File: src/rtl/inst_prefetch_queue_pkg.sv
// Shared types and constants for the instruction prefetch queue.
package inst_prefetch_queue_pkg;

  typedef enum logic [1:0] {
    PFQ_ST_IDLE  = 2'd0,
    PFQ_ST_REQ   = 2'd1,
    PFQ_ST_DRAIN = 2'd2
  } pfq_state_e;

  localparam int unsigned PFQ_DEPTH     = 4;
  localparam logic [31:0] IMEM_RESET_PC = 32'h0000_0000;
  localparam int unsigned PFQ_ENTRY_W   = 64;

  // Instruction fetches are always word aligned; the low two PC bits are dropped.
  function automatic logic [31:0] alignPc(input logic [31:0] pc);
    return pc & 32'hFFFF_FFFC;
  endfunction

endpackage

File: src/rtl/inst_prefetch_queue_fifo.sv
// Small synchronous FIFO holding {pc, inst} entries for the prefetch queue.
// Flush wins over a simultaneous push and pop.
module pfq_fifo
  import inst_prefetch_queue_pkg::*;
#(
  parameter int unsigned DEPTH = PFQ_DEPTH
) (
  input  logic                     clk_i,
  input  logic                     rst_ni,
  input  logic                     push_i,
  input  logic                     pop_i,
  input  logic                     flush_i,
  input  logic [PFQ_ENTRY_W-1:0]   wdata_i,
  output logic [PFQ_ENTRY_W-1:0]   rdata_o,
  output logic [$clog2(DEPTH):0]   count_o,
  output logic                     empty_o
);

  localparam int unsigned AW = $clog2(DEPTH);
  localparam int unsigned CW = AW + 1;

  logic [PFQ_ENTRY_W-1:0] mem_q [DEPTH];
  logic [AW-1:0]          wrPtr_q;
  logic [AW-1:0]          rdPtr_q;
  logic [CW-1:0]          count_q;
  logic                   full;
  logic                   doPush;
  logic                   doPop;

  assign full    = (count_q == CW'(DEPTH));
  assign empty_o = (count_q == '0);
  assign doPop   = pop_i && !empty_o;
  assign doPush  = push_i && (!full || doPop);
  assign rdata_o = mem_q[rdPtr_q];
  assign count_o = count_q;

  // Entry storage; contents are only observed while count is non-zero, so no reset.
  always_ff @(posedge clk_i) begin
    if (doPush && !flush_i) begin
      mem_q[wrPtr_q] <= wdata_i;
    end
  end

  // Pointer and occupancy bookkeeping; a flush empties the queue in one edge.
  always_ff @(posedge clk_i or negedge rst_ni) begin
    if (!rst_ni) begin
      wrPtr_q <= '0;
      rdPtr_q <= '0;
      count_q <= '0;
    end else if (flush_i) begin
      wrPtr_q <= '0;
      rdPtr_q <= '0;
      count_q <= '0;
    end else begin
      if (doPush) begin
        wrPtr_q <= wrPtr_q + AW'(1);
      end
      if (doPop) begin
        rdPtr_q <= rdPtr_q + AW'(1);
      end
      count_q <= count_q + CW'(doPush) - CW'(doPop);
    end
  end

endmodule

File: src/rtl/inst_prefetch_queue.sv
// Instruction prefetch queue: issues req/ack fetches to a multi-cycle
// instruction memory, buffers words with their PCs and hands them to the core.
// A core redirect flushes the buffer and restarts fetch at the new PC.
module inst_prefetch_queue
  import inst_prefetch_queue_pkg::*;
#(
  parameter int unsigned DEPTH    = PFQ_DEPTH,
  parameter logic [31:0] RESET_PC = IMEM_RESET_PC
) (
  input  logic                   clk,
  input  logic                   rst,
  input  logic                   redirect_valid,
  input  logic [31:0]            redirect_pc,
  output logic                   imem_req,
  output logic [31:0]            imem_addr,
  input  logic                   imem_ack,
  input  logic [31:0]            imem_rdata,
  output logic                   out_valid,
  input  logic                   out_ready,
  output logic [31:0]            out_inst,
  output logic [31:0]            out_pc,
  output logic [31:0]            out_pc_step,
  output logic [$clog2(DEPTH):0] fill_level
);

  localparam int unsigned CW = $clog2(DEPTH) + 1;

  pfq_state_e             state_q;
  logic [31:0]            fetchPc_q;
  logic [31:0]            addr_q;
  logic [31:0]            redirectTarget;
  logic [31:0]            nextSeqPc;
  logic                   fifoPush;
  logic                   fifoPop;
  logic                   fifoEmpty;
  logic [PFQ_ENTRY_W-1:0] fifoHead;
  logic [CW-1:0]          fifoCount;
  logic [CW-1:0]          levelNext;
  logic                   credit;

  assign redirectTarget = alignPc(redirect_pc);
  assign nextSeqPc      = addr_q + 32'd4;

  // A request is outstanding in both REQ and DRAIN; only REQ keeps the data.
  assign imem_req  = (state_q != PFQ_ST_IDLE);
  assign imem_addr = addr_q;

  // A redirect hides the head so the core can never consume a stale word.
  assign out_valid   = !fifoEmpty && !redirect_valid;
  assign fifoPop     = out_valid && out_ready;
  assign fifoPush    = (state_q == PFQ_ST_REQ) && imem_ack && !redirect_valid;
  assign out_inst    = fifoEmpty ? 32'h0 : fifoHead[31:0];
  assign out_pc      = fifoEmpty ? 32'h0 : fifoHead[63:32];
  assign out_pc_step = out_pc + 32'd4;
  assign fill_level  = fifoCount;

  // Occupancy after this edge; a new request is allowed only if its word has room.
  assign levelNext = redirect_valid ? '0 : (fifoCount + CW'(fifoPush) - CW'(fifoPop));
  assign credit    = (levelNext < CW'(DEPTH));

  pfq_fifo #(
    .DEPTH(DEPTH)
  ) u_fifo (
    .clk_i   (clk),
    .rst_ni  (rst),
    .push_i  (fifoPush),
    .pop_i   (fifoPop),
    .flush_i (redirect_valid),
    .wdata_i ({addr_q, imem_rdata}),
    .rdata_o (fifoHead),
    .count_o (fifoCount),
    .empty_o (fifoEmpty)
  );

  // Fetch FSM: request issue, back-to-back streaming, and discarding in-flight data after a redirect.
  always_ff @(posedge clk or negedge rst) begin
    if (!rst) begin
      state_q   <= PFQ_ST_IDLE;
      fetchPc_q <= RESET_PC;
      addr_q    <= RESET_PC;
    end else begin
      case (state_q)
        PFQ_ST_IDLE: begin
          if (redirect_valid) begin
            fetchPc_q <= redirectTarget;
          end else if (credit) begin
            state_q <= PFQ_ST_REQ;
            addr_q  <= fetchPc_q;
          end
        end
        PFQ_ST_REQ: begin
          if (redirect_valid) begin
            fetchPc_q <= redirectTarget;
            state_q   <= imem_ack ? PFQ_ST_IDLE : PFQ_ST_DRAIN;
          end else if (imem_ack) begin
            fetchPc_q <= nextSeqPc;
            if (credit) begin
              addr_q <= nextSeqPc;
            end else begin
              state_q <= PFQ_ST_IDLE;
            end
          end
        end
        PFQ_ST_DRAIN: begin
          if (redirect_valid) begin
            fetchPc_q <= redirectTarget;
          end
          if (imem_ack) begin
            state_q <= PFQ_ST_IDLE;
          end
        end
        default: begin
          state_q <= PFQ_ST_IDLE;
        end
      endcase
    end
  end

endmodule

File: config.mk
export PLATFORM = sky130hd
export DESIGN_NAME = inst_prefetch_queue
export DESIGN_NICKNAME = d
export VERILOG_FILES = /design/src/rtl/inst_prefetch_queue_pkg.sv /design/src/rtl/inst_prefetch_queue_fifo.sv /design/src/rtl/inst_prefetch_queue.sv
export SDC_FILE = /design/constraint.sdc
export NUM_CORES = 1
export LEC_CHECK = 0
export ABC_AREA = 1
export BUFFER_PORTS_ARGS = -buffer_cell sky130_fd_sc_hd__buf_2
export CORE_MARGIN = 1
export CORE_UTILIZATION = 26
export CTS_BUF_LIST = sky130_fd_sc_hd__clkbuf_8
export CTS_CLUSTER_DIAMETER = 80
export CTS_CLUSTER_SIZE = 10
export DETAILED_ROUTE_END_ITERATION = 7
export PLACE_DENSITY = 0.47
export SETUP_SLACK_MARGIN = 0.1
export SYNTH_ARGS = -nofsm -noshare
export SYNTH_HDL_FRONTEND = slang
export SYNTH_SLANG_ARGS = --single-unit
export TNS_END_PERCENT = 1
File: constraint.sdc
create_clock -name clk -period 5.1 [get_ports clk]
set_input_delay 1.02 -clock clk [delete_from_list [all_inputs] [get_ports clk]]
set_output_delay 1.02 -clock clk [all_outputs]
set_load 0.01 [all_outputs]
Word-level counts from Yosys, hierarchy flattened
Memories as Yosys holds them, arrays and structs flattened.
Cells that the tools add are included.
Widths: inputs -> output; s select.

storage, ports and cells
  flip-flop bits (word level) = 73
  memory bits (writable) = 256
  input bits = 69
  output and inout port bits = 133
  word-level logic and storage cells = 78
  memories = 1

memories
  name          depth  bits a word  rd ports  clocked after memory_dff  write ports  RTL line                        text
  u_fifo.mem_q  4      64           1         0                         1            inst_prefetch_queue_fifo.sv:22  logic [PFQ_ENTRY_W-1:0] mem_q [DEPTH];

cells by class
  add/subtract/negate cells = 8
  magnitude comparators = 1
  equality and inequality tests = 12
  mux-type cells = 28
  reductions and logical operators = 22

operators by type and width
  cell                   count
  $mux 32                10
  $pmux 32 s2            2
  $add 32x3->32 const B  2
  $mux 2                 11
  $ne 2x2->1 const B     6
  $reduce_bool 2->1      5
  $logic_and 1x1->1      7
  $add 3x1->3            2
  $mux 3                 2
  $ne 3x3->1 const B     2
  $pmux 2 s3             1
  $reduce_and 6->1       1
  $sub 3x1->3            2
  $reduce_and 5->1       1
  $add 2x1->2 const B    2
  $eq 3x3->1 const B     1
  $logic_not 1->1        3
  $logic_not 3->1        1
  $lt 3x3->1 const B     1
  $reduce_and 3->1       1
  $eq 2x1->1 const B     1
  $eq 2x2->1 const B     1
  $logic_not 2->1        1
  $mux 1                 2
  other kinds (3)        3

Depth between registers and ports, before layout
Gate-level depths: netlist (run 1).

  depth in word-level cells = 11
  gate-level depth with buffers = 20
  depth with buffers taken out = 18

Hierarchy
A second synthesis (run 1) with hierarchy kept.

second synthesis, totals
  cells, all modules = 1,590
  area total of the unflattened synthesis = 15,725.1 um^2

modules (own cells, without submodules)
  module               times used  cells each  area each (um^2)  seq. area each (um^2)
  pfq_fifo             1           684         10,174.8          7,862.5
  inst_prefetch_queue  1           906         5,550.3           1,651.6

Worst setup path after synthesis (run 1)
Ideal clock, no wire load.

  path kind = input to register
  from = input port redirect_valid
  to = memory u_fifo.mem_q[0][0], enable pin
  setup time = 0.486 ns
  data arrival time = 4.410 ns
  data required time = 4.614 ns
  setup slack = 0.204 ns
  stages on the path = 6
  buffers on the path = 1
  path through = buf_2 nor2_1 nand2_1 nand3_1 nand2_1 nor2_1

on the way
  word-level cells in the longest chain between the ends = 9
  elaborated cells on any way between the ends = 10
  classes of those cells = mux: 2; reduce/logical: 8

RTL lines
  what                          RTL line                        text
  from (decl)                   inst_prefetch_queue.sv:12       input logic redirect_valid,
  $logic_not 1->1               inst_prefetch_queue.sv:49       assign out_valid = !fifoEmpty && !redirect_valid;
  $logic_and 1x1->1             inst_prefetch_queue.sv:49
  via out_valid                 inst_prefetch_queue.sv:18       output logic out_valid,
  $logic_and 1x1->1             inst_prefetch_queue.sv:50       assign fifoPop = out_valid && out_ready;
  $logic_and 1x1->1             inst_prefetch_queue_fifo.sv:32  assign doPop = pop_i && !empty_o;
  $logic_or 1x1->1              inst_prefetch_queue_fifo.sv:33  assign doPush = push_i && (!full || doPop);
  $logic_and 1x1->1             inst_prefetch_queue_fifo.sv:33
  $logic_and 1x1->1             inst_prefetch_queue_fifo.sv:39  if (doPush && !flush_i) begin
  $mux 1                        inst_prefetch_queue_fifo.sv:39
  $mux 1 (implied by the code)  inst_prefetch_queue_fifo.sv:40  mem_q[wrPtr_q] <= wdata_i;
  to (decl)                     inst_prefetch_queue_fifo.sv:22

The timed path passes the listed nets, and every way through them passes these cells.

Worst setup path in the final report (run 1)
  from = register u_fifo.rdPtr_q[0]
  to = output port out_pc_step[16]

on the way
  word-level cells in the longest chain between the ends = 3

RTL lines
  what                    RTL line                        text
  from (decl)             inst_prefetch_queue_fifo.sv:24  logic [AW-1:0] rdPtr_q;
  from (signal assigned)  inst_prefetch_queue_fifo.sv:59  rdPtr_q <= rdPtr_q + AW'(1);
  $mem_v2 4x64            n/a
  $mux 32                 inst_prefetch_queue.sv:53       assign out_pc = fifoEmpty ? 32'h0 : fifoHead[63:32];
  $add 32x3->32           inst_prefetch_queue.sv:54       assign out_pc_step = out_pc + 32'd4;
  to (decl)               inst_prefetch_queue.sv:22       output logic [31:0] out_pc_step,

No other way between the ends.

==> summary.md, run 1 <==
| Metric | Value |
|---|---|
| Status | finished, final reports clean |
| Final min period | around 4.6 ns |
| Worst min path class | in -> async |
| Async set-reset flop share out of synthesis | 0.222 |
| Arr. time, crit path | around 3.6 ns |
| I/O pin count | 202 |
| Area leader, netlist | edfxtp_1 |
| CTS Buffer Depth | 3 |
| Drt pass-1 iters | 5 |
| Top sig layer | met5 |
| Port Buffers | around 200 |
| R2r startpoint | u_fifo.count_o[1] |
| Mapped cell area | 16100 µm² |
| Chip Width | ~250 µm |
| Detailed-route vias per instance | 4.51 |
| Gate Count Post-Synth | 1780 |
| Seq/Total Area, Yosys | 0.592 |
| Slew HR | 0.292 |
| Syn Nets | between 1.5k and 2k |
| Starting DRC count in detailed routing | between 800 and 900 |
| Core box area | slightly above 60000 µm² |
| Pwr Total | between 10 and 15 mW |
| Mean Syn Cell Area | roughly 9 µm² |
| CP startpoint | u_fifo.rdPtr_q[0] |
| Slew Viols, Final | 0 |
| M1 wire length | around 23000 µm |
| CTS clk-pin slew, worst paths | around 0.080 ns |
| Final WL | 49000 µm |
| CP Max Fanout | approximately 70 |
| CTS sink cnt | 329 |
| Worst setup path class | reg -> out |
| DR vias | around 12k |
| Max cap viols | 0 |
| Site Rows | 90 |
| Hold Violations, Final | 0 |
| Leakage | between 7 and 8 nW |
| DP HPWL | 31700 µm |
| Synthesis-to-finish area growth | 15.0% |
| Vias in the first global route | about 12k |
| Post-route ant nets | 0 |
| R2r endpoint | imem_addr[16] |
| Grt total ovfl | 0 |
| Hold Buf Count CTS | 0 |
| Num CTS Buffers | 40 |
| GR Util All Layers | 0.155 |
| Final core utilization | 0.305 |
| Ys flop type | edfxtp_1 |
| Fin Hold WS | roughly 0.45 ns |
| Largest net degree at the start of global routing | slightly above 70 |
| Worst slew pin tran | between 1 and 1.5 ns |
| Initial core utilization | 0.265 |
| Crit end category | primary output |
| Post-synthesis register bit count | 329 |
| Commonest non-fill, non-tap cell in the layout | nand2_1 |
| Peak supply drop | between 0.3 and 0.4 mV |
| Met2 wire len | 22900 µm |
| Global-route wire length before repair | roughly 74000 µm |
| Final setup fails | 0 |
| Clk_lat worst skew | slightly above 0.6 ns |
| Per-cell routed wire length | around 18 µm |
| Post-route DRC | 0 |
| Max H-tree Level | 2 |
| Setup crit end | out_pc_step[16] |
| Wire length on met3 | 2210 µm |
| Die ar. | around 63000 µm² |
| Initial antenna violation count | 5 |
| Clk_skew | ~0.048 ns |
| EDFF count, synth | around 260 |
| Fmax | 217 MHz |
| Final cycle utilization of the critical path | 0.905 |
| Register-to-Register Path Depth | 19 |
| Synth unique cells | 37 |
| Critical Path RT | 4.08 ns |
| CTS tree | done |
| Ys Warns | 0 |
| Nets | 2044 |
| Final GP Congestion | approximately 0.84 |
| Pwr Density | 557 nW/µm² |
| RSZ-0062 raised after global routing | no |
| Synth top area share | 0.478 |
| Fin Setup TNS | 0 ns |
| Most frequent cells in the layout | nand2_1, nor2_1, edfxtp_1, buf_2, inv_1 |
| Layout cell share with drive strength beyond 1 | 0.172 |
| Area contributors post-synth | edfxtp_1, nand2_1, dfrtp_1 |
| Root Buffer | clkbuf_8 |
| CP Launch Type | flip-flop |
| Worst R2R Setup Slack | roughly 1.9 ns |
| DIE HEIGHT | about 250 µm |
## layout make-up
type | count | area (µm²)
well taps | 782 | 978
diodes | 5 | 12.5
repair buffers | 221 | 1190
flip-flops and latches | 329 | 9520
clock inverters | 17 | 81.3
fillers | 6399 | 42200
clock buffers | 41 | 564
inverters | 140 | 544
multi-input cells | 1232 | 5600
## kinds of logic after synthesis
kind of cell | after synthesis | synth area share
AND/OR/NAND/NOR | 994 | 0.259
flip-flops | 329 | 0.592
buffers and inverters | 219 | 0.0620
AO/OA/AOI/OAI | 201 | 0.0642
XOR/XNOR | 26 | 0.0142
adder cells (fa/ha/maj) | 11 | 0.00903
## cell usage after synthesis (10+ instances only)
cell type	count
nand4_1	12
xor2_1	24
a21oi_1	72
buf_2	28
o21ai_0	111
edfxtp_1	256
nor2_2	23
ha_1	10
nand2_1	552
clkbuf_1	28
nor2_1	264
inv_1	131
dfrtp_1	73
nand2_2	14
nand3_1	93
## registers in the layout, summed over array words and instances, names as in the netlist
| signal | cells |
|---|---|
| u_fifo.mem_q | 256 |
| fetchPc_q | 32 |
| imem_addr | 32 |
| u_fifo.count_o | 3 |
| state_q | 2 |
| u_fifo.rdPtr_q | 2 |
| u_fifo.wrPtr_q | 2 |
## per-stage QoR
stage / cell area (µm²) / setup WS, ns / std cells
finish: 18500 / 0.485 / 2767
CTS: 18500 / 0.227 / 2762
detailed placement: 17800 / 0.940 / 2704
floorplan: 16100 / 0.204 / 1780
global placement: 17800 / 0.989 / 2704
global route: 18500 / 0.121 / 2766
## worst max-delay path: stages, from the launching register on
cell and delay [ns]:
dfrtp_4 0.71, inv_16 0.30, nand2_1 0.09, nand3_1 0.07, nand3_1 0.27, inv_1 0.28
ha_1 0.27, nand3_2 0.20, nor2_2 0.27, nand2_1 0.10, xor2_1 0.20, buf_2 0.17
## routing by layer
metal	vias up	track usage
li1	6154	-
met5	-	0
met2	271	0.248
met3	65	0.0247
met1	6000	0.215
met4	2	0.0461
## power breakdown
part | total [mW] | switching [mW] | internal (mW) | leakage (nW)
combinational | 4.63 | 3.23 | 1.40 | 4.25
sequential | 3.94 | 0.572 | 3.37 | 3.22
clock | 1.72 | 0.982 | 0.739 | 0.370
## how the worst min path moves through the flow
stage | startpoint | end | slack, ns
floorplan | fetchPc_q[25] | fetchPc_q[25] | 0.45
global placement | fetchPc_q[0] | fetchPc_q[0] | 0.47
detailed placement | fetchPc_q[25] | fetchPc_q[25] | 0.47
CTS | rst | imem_addr[12] | 0.45
global route | rst | imem_addr[23] | 0.47
finish | rst | fetchPc_q[23] | 0.45
## what timing repair did
| action | CTS | global route |
|---|---|---|
| gates resized for setup | 0 | 2 |
| buffers inserted | 0 | 0 |
| setup endpoints to repair | 0 | 3 |
Note: power is estimated with default switching activity, not from simulation.
==> inputs of run 2 (changes only) <==
--- a/config.mk
+++ b/config.mk
@@ -9,3 +9,3 @@
 export BUFFER_PORTS_ARGS = -buffer_cell sky130_fd_sc_hd__buf_2
-export CORE_MARGIN = 1
+export CORE_MARGIN = 2
 export CORE_UTILIZATION = 26
--- a/constraint.sdc
+++ b/constraint.sdc
@@ -3,2 +3,2 @@
 set_output_delay 1.02 -clock clk [all_outputs]
-set_load 0.01 [all_outputs]
+set_load 0.1 [all_outputs]
==> run 2 against run 1 <==
Global-route usage decreased by 0.26 points. Largest cell class unchanged. Wire length increased by 0.53%. Sequential cell count unchanged. Design area increased by 0.64%.
==> summary.md, run 2 (synthesis results as in run 1) <==
| Metric | Value |
|---|---|
| Max cap viols | 0 (unchanged) |
| GR Util All Layers | 0.153 (-0.00259) |
| Port Buffers | 199 (unchanged) |
| Clk_skew | 0.0390 ns (-0.00866 ns) |
| Met2 Use GR | 0.247 (-0.00108) |
| Number of flip-flops in the largest register | 256 (unchanged) |
| Drt pass-1 iters | 4 (-1) |
| Met3 Use GR | 0.0245 (-0.000222) |
| DR vias | 12.4k (-0.46%) |
| CTS clk-pin slew, worst paths | 0.07 ns (about the same) |
| Commonest non-fill, non-tap cell in the layout | nand2_1 |
| Chip Width | 253 µm (+0.80%) |
| Grt total ovfl | 0 (unchanged) |
| Root Buffer | clkbuf_8 |
| R2r startpoint | u_fifo.count_o[1] |
| Final Non-Filler Cells | 2776 (+0.33%) |
| Most frequent cells in the layout | nand2_1, nor2_1, edfxtp_1, buf_2, inv_1 |
| Final GP Congestion | 0.830 (-0.72%) |
| Worst R2R Setup Slack | 1.23 ns (-0.65 ns) |
| Largest net degree at the start of global routing | 74 (+2.8%) |
| RSZ-0062 raised after global routing | no |
| R2r endpoint | imem_addr[4] |
| Arr. time, crit path | 3.58 ns (-0.02 ns) |
| CTS sink cnt | 329 (unchanged) |
| Area after DPL | 17900 µm² (+0.45%) |
| Slew Viols, Final | 0 (unchanged) |
| Fmax | 217 MHz (+0.28%) |
| Cell area after layout | 18600 µm² (+0.64%) |
| M1 GR Usage | 0.212 (-0.00373) |
| Initial antenna violation count | 4 (-1) |
| Per-cell routed wire length | 17.7 µm (+0.21%) |
| Slew HR | 0.275 (-0.0173) |
| Final WL | 49200 µm (+0.53%) |
| Worst min path class | reg -> reg |
| Worst slew pin tran | 1.09 ns (+0.0271 ns) |
| Synthesis-to-finish area growth | 15.8% |
| Worst setup path class | reg -> out |
| Final min period | 4.60 ns (-0.0127 ns) |
| Max H-tree Level | 2 (unchanged) |
| Final setup fails | 0 (unchanged) |
| Starting DRC count in detailed routing | 926 (+12%) |
| Post-route DRC | 0 (unchanged) |
| CTS Buffer Depth | 3 (unchanged) |
| Min-Delay Path Depth | 2 |
| Detailed-route vias per instance | 4.48 (-0.78%) |
| DP HPWL | 32100 µm (+1.3%) |
| Status | finished, final reports clean |
| Sink of the worst hold path | fetchPc_q[0] |
| Initial core utilization | 0.262 (-0.00291) |
| Die ar. | 63800 µm² (+1.6%) |
| Critical Path RT | 4.08 ns (about the same) |
| Crit end category | primary output |
| Num CTS Buffers | 39 (-2.5%) |
| DIE HEIGHT | 253 µm (+0.80%) |
| Clk_lat worst skew | 0.60 ns (-0.02 ns) |
| Post-placement cell count | 2716 (+0.44%) |
| Core box area | 61400 µm² (+1.1%) |
| CP Launch Type | flip-flop |
| I/O pin count | 202 (unchanged) |
| Final cycle utilization of the critical path | 0.902 (-0.00250) |
| Hold Violations, Final | 0 (unchanged) |
| CTS tree | done |
| Post-route ant nets | 0 (unchanged) |
| CP Max Fanout | 63 (-11%) |
| Busiest metal layer after global routing | met2 |
| Nets | 2048 (+0.20%) |
| Global-route wire length before repair | 73900 µm (-0.57%) |
| Min-delay src | fetchPc_q[0] |
| Largest Register | u_fifo.mem_q |
| Site Rows | 91 (+1.1%) |
| Vias in the first global route | 11.9k (-1.2%) |
| Register-to-Register Path Depth | 19 (unchanged) |
| Layout cell share with drive strength beyond 1 | 0.178 (+0.00606) |
run 2: routing by layer:
| metal | routed length (µm) | part of all wire | up-vias |
|---|---|---|---|
| li1 | - | - | 6161 |
| met1 | 22700 | 0.46 | 5917 |
| met2 | 23000 | 0.47 | 306 |
| met3 | 2610 | 0.053 | 51 |
| met4 | 936 | 0.019 | 0 |
| met5 | 0 | 0 | - |
run 2: worst max-delay path, stage by stage (launching register included):
cell,delay [ns]
dfrtp_4,0.62
inv_8,0.33
nand2_1,0.09
nand3_1,0.08
nand3_1,0.24
clkinvlp_4,0.22
ha_1,0.25
nand3_2,0.21
nor2_2,0.26
nand2_1,0.13
xor2_2,0.12
buf_2,0.43
run 2: final cells by class:
type                            count  area (µm²)
Tap cell                          790         988
Sequential cell                   329        9520
Clock buffer                       42         578
Clock inverter                     11        93.8
Timing Repair Buffer              226        1220
Multi-Input combinational cell   1232        5650
Inverter                          140         539
Fill cell                        6429       42800
Antenna cell                        6        15.0
run 2: worst max-delay path by stage:
stage	end	cells past startpoint	slack (ns)	startpoint
floorplan	out_pc_step[16]	9	-0.64	u_fifo.count_o[1]
global placement	out_pc_step[16]	11	0.89	u_fifo.rdPtr_q[0]
detailed placement	out_pc_step[16]	11	0.83	u_fifo.rdPtr_q[0]
CTS	out_pc_step[16]	11	0.18	u_fifo.rdPtr_q[0]
global route	out_pc_step[18]	11	0.23	u_fifo.rdPtr_q[0]
finish	out_pc_step[16]	11	0.50	u_fifo.rdPtr_q[0]
run 2: stage by stage:
stage | worst slack (ns) | hold slack, ns | utilization | setup TNS (ns)
final | 0.497 | 0.489 | 0.303 | 0
after global placement | 0.885 | 0.469 | 0.292 | 0
after global routing | 0.226 | 0.510 | 0.303 | 0
after floorplan | -0.641 | 0.453 | - | -81.84
after detailed placement | 0.833 | 0.478 | 0.292 | 0
after CTS | 0.175 | 0.493 | 0.303 | 0
run 2: timing repair:
item / 4_1_cts / 5_1_grt
hold buffers: 0 / 0
endpoints found under the setup margin: 0 / 8
resized for setup: 0 / 1
setup buffers: 0 / 1
Power of run 2 is left out: the tool's default activity adds up to more than one toggle a clock period on the data nets, which glitch-free logic cannot reach.
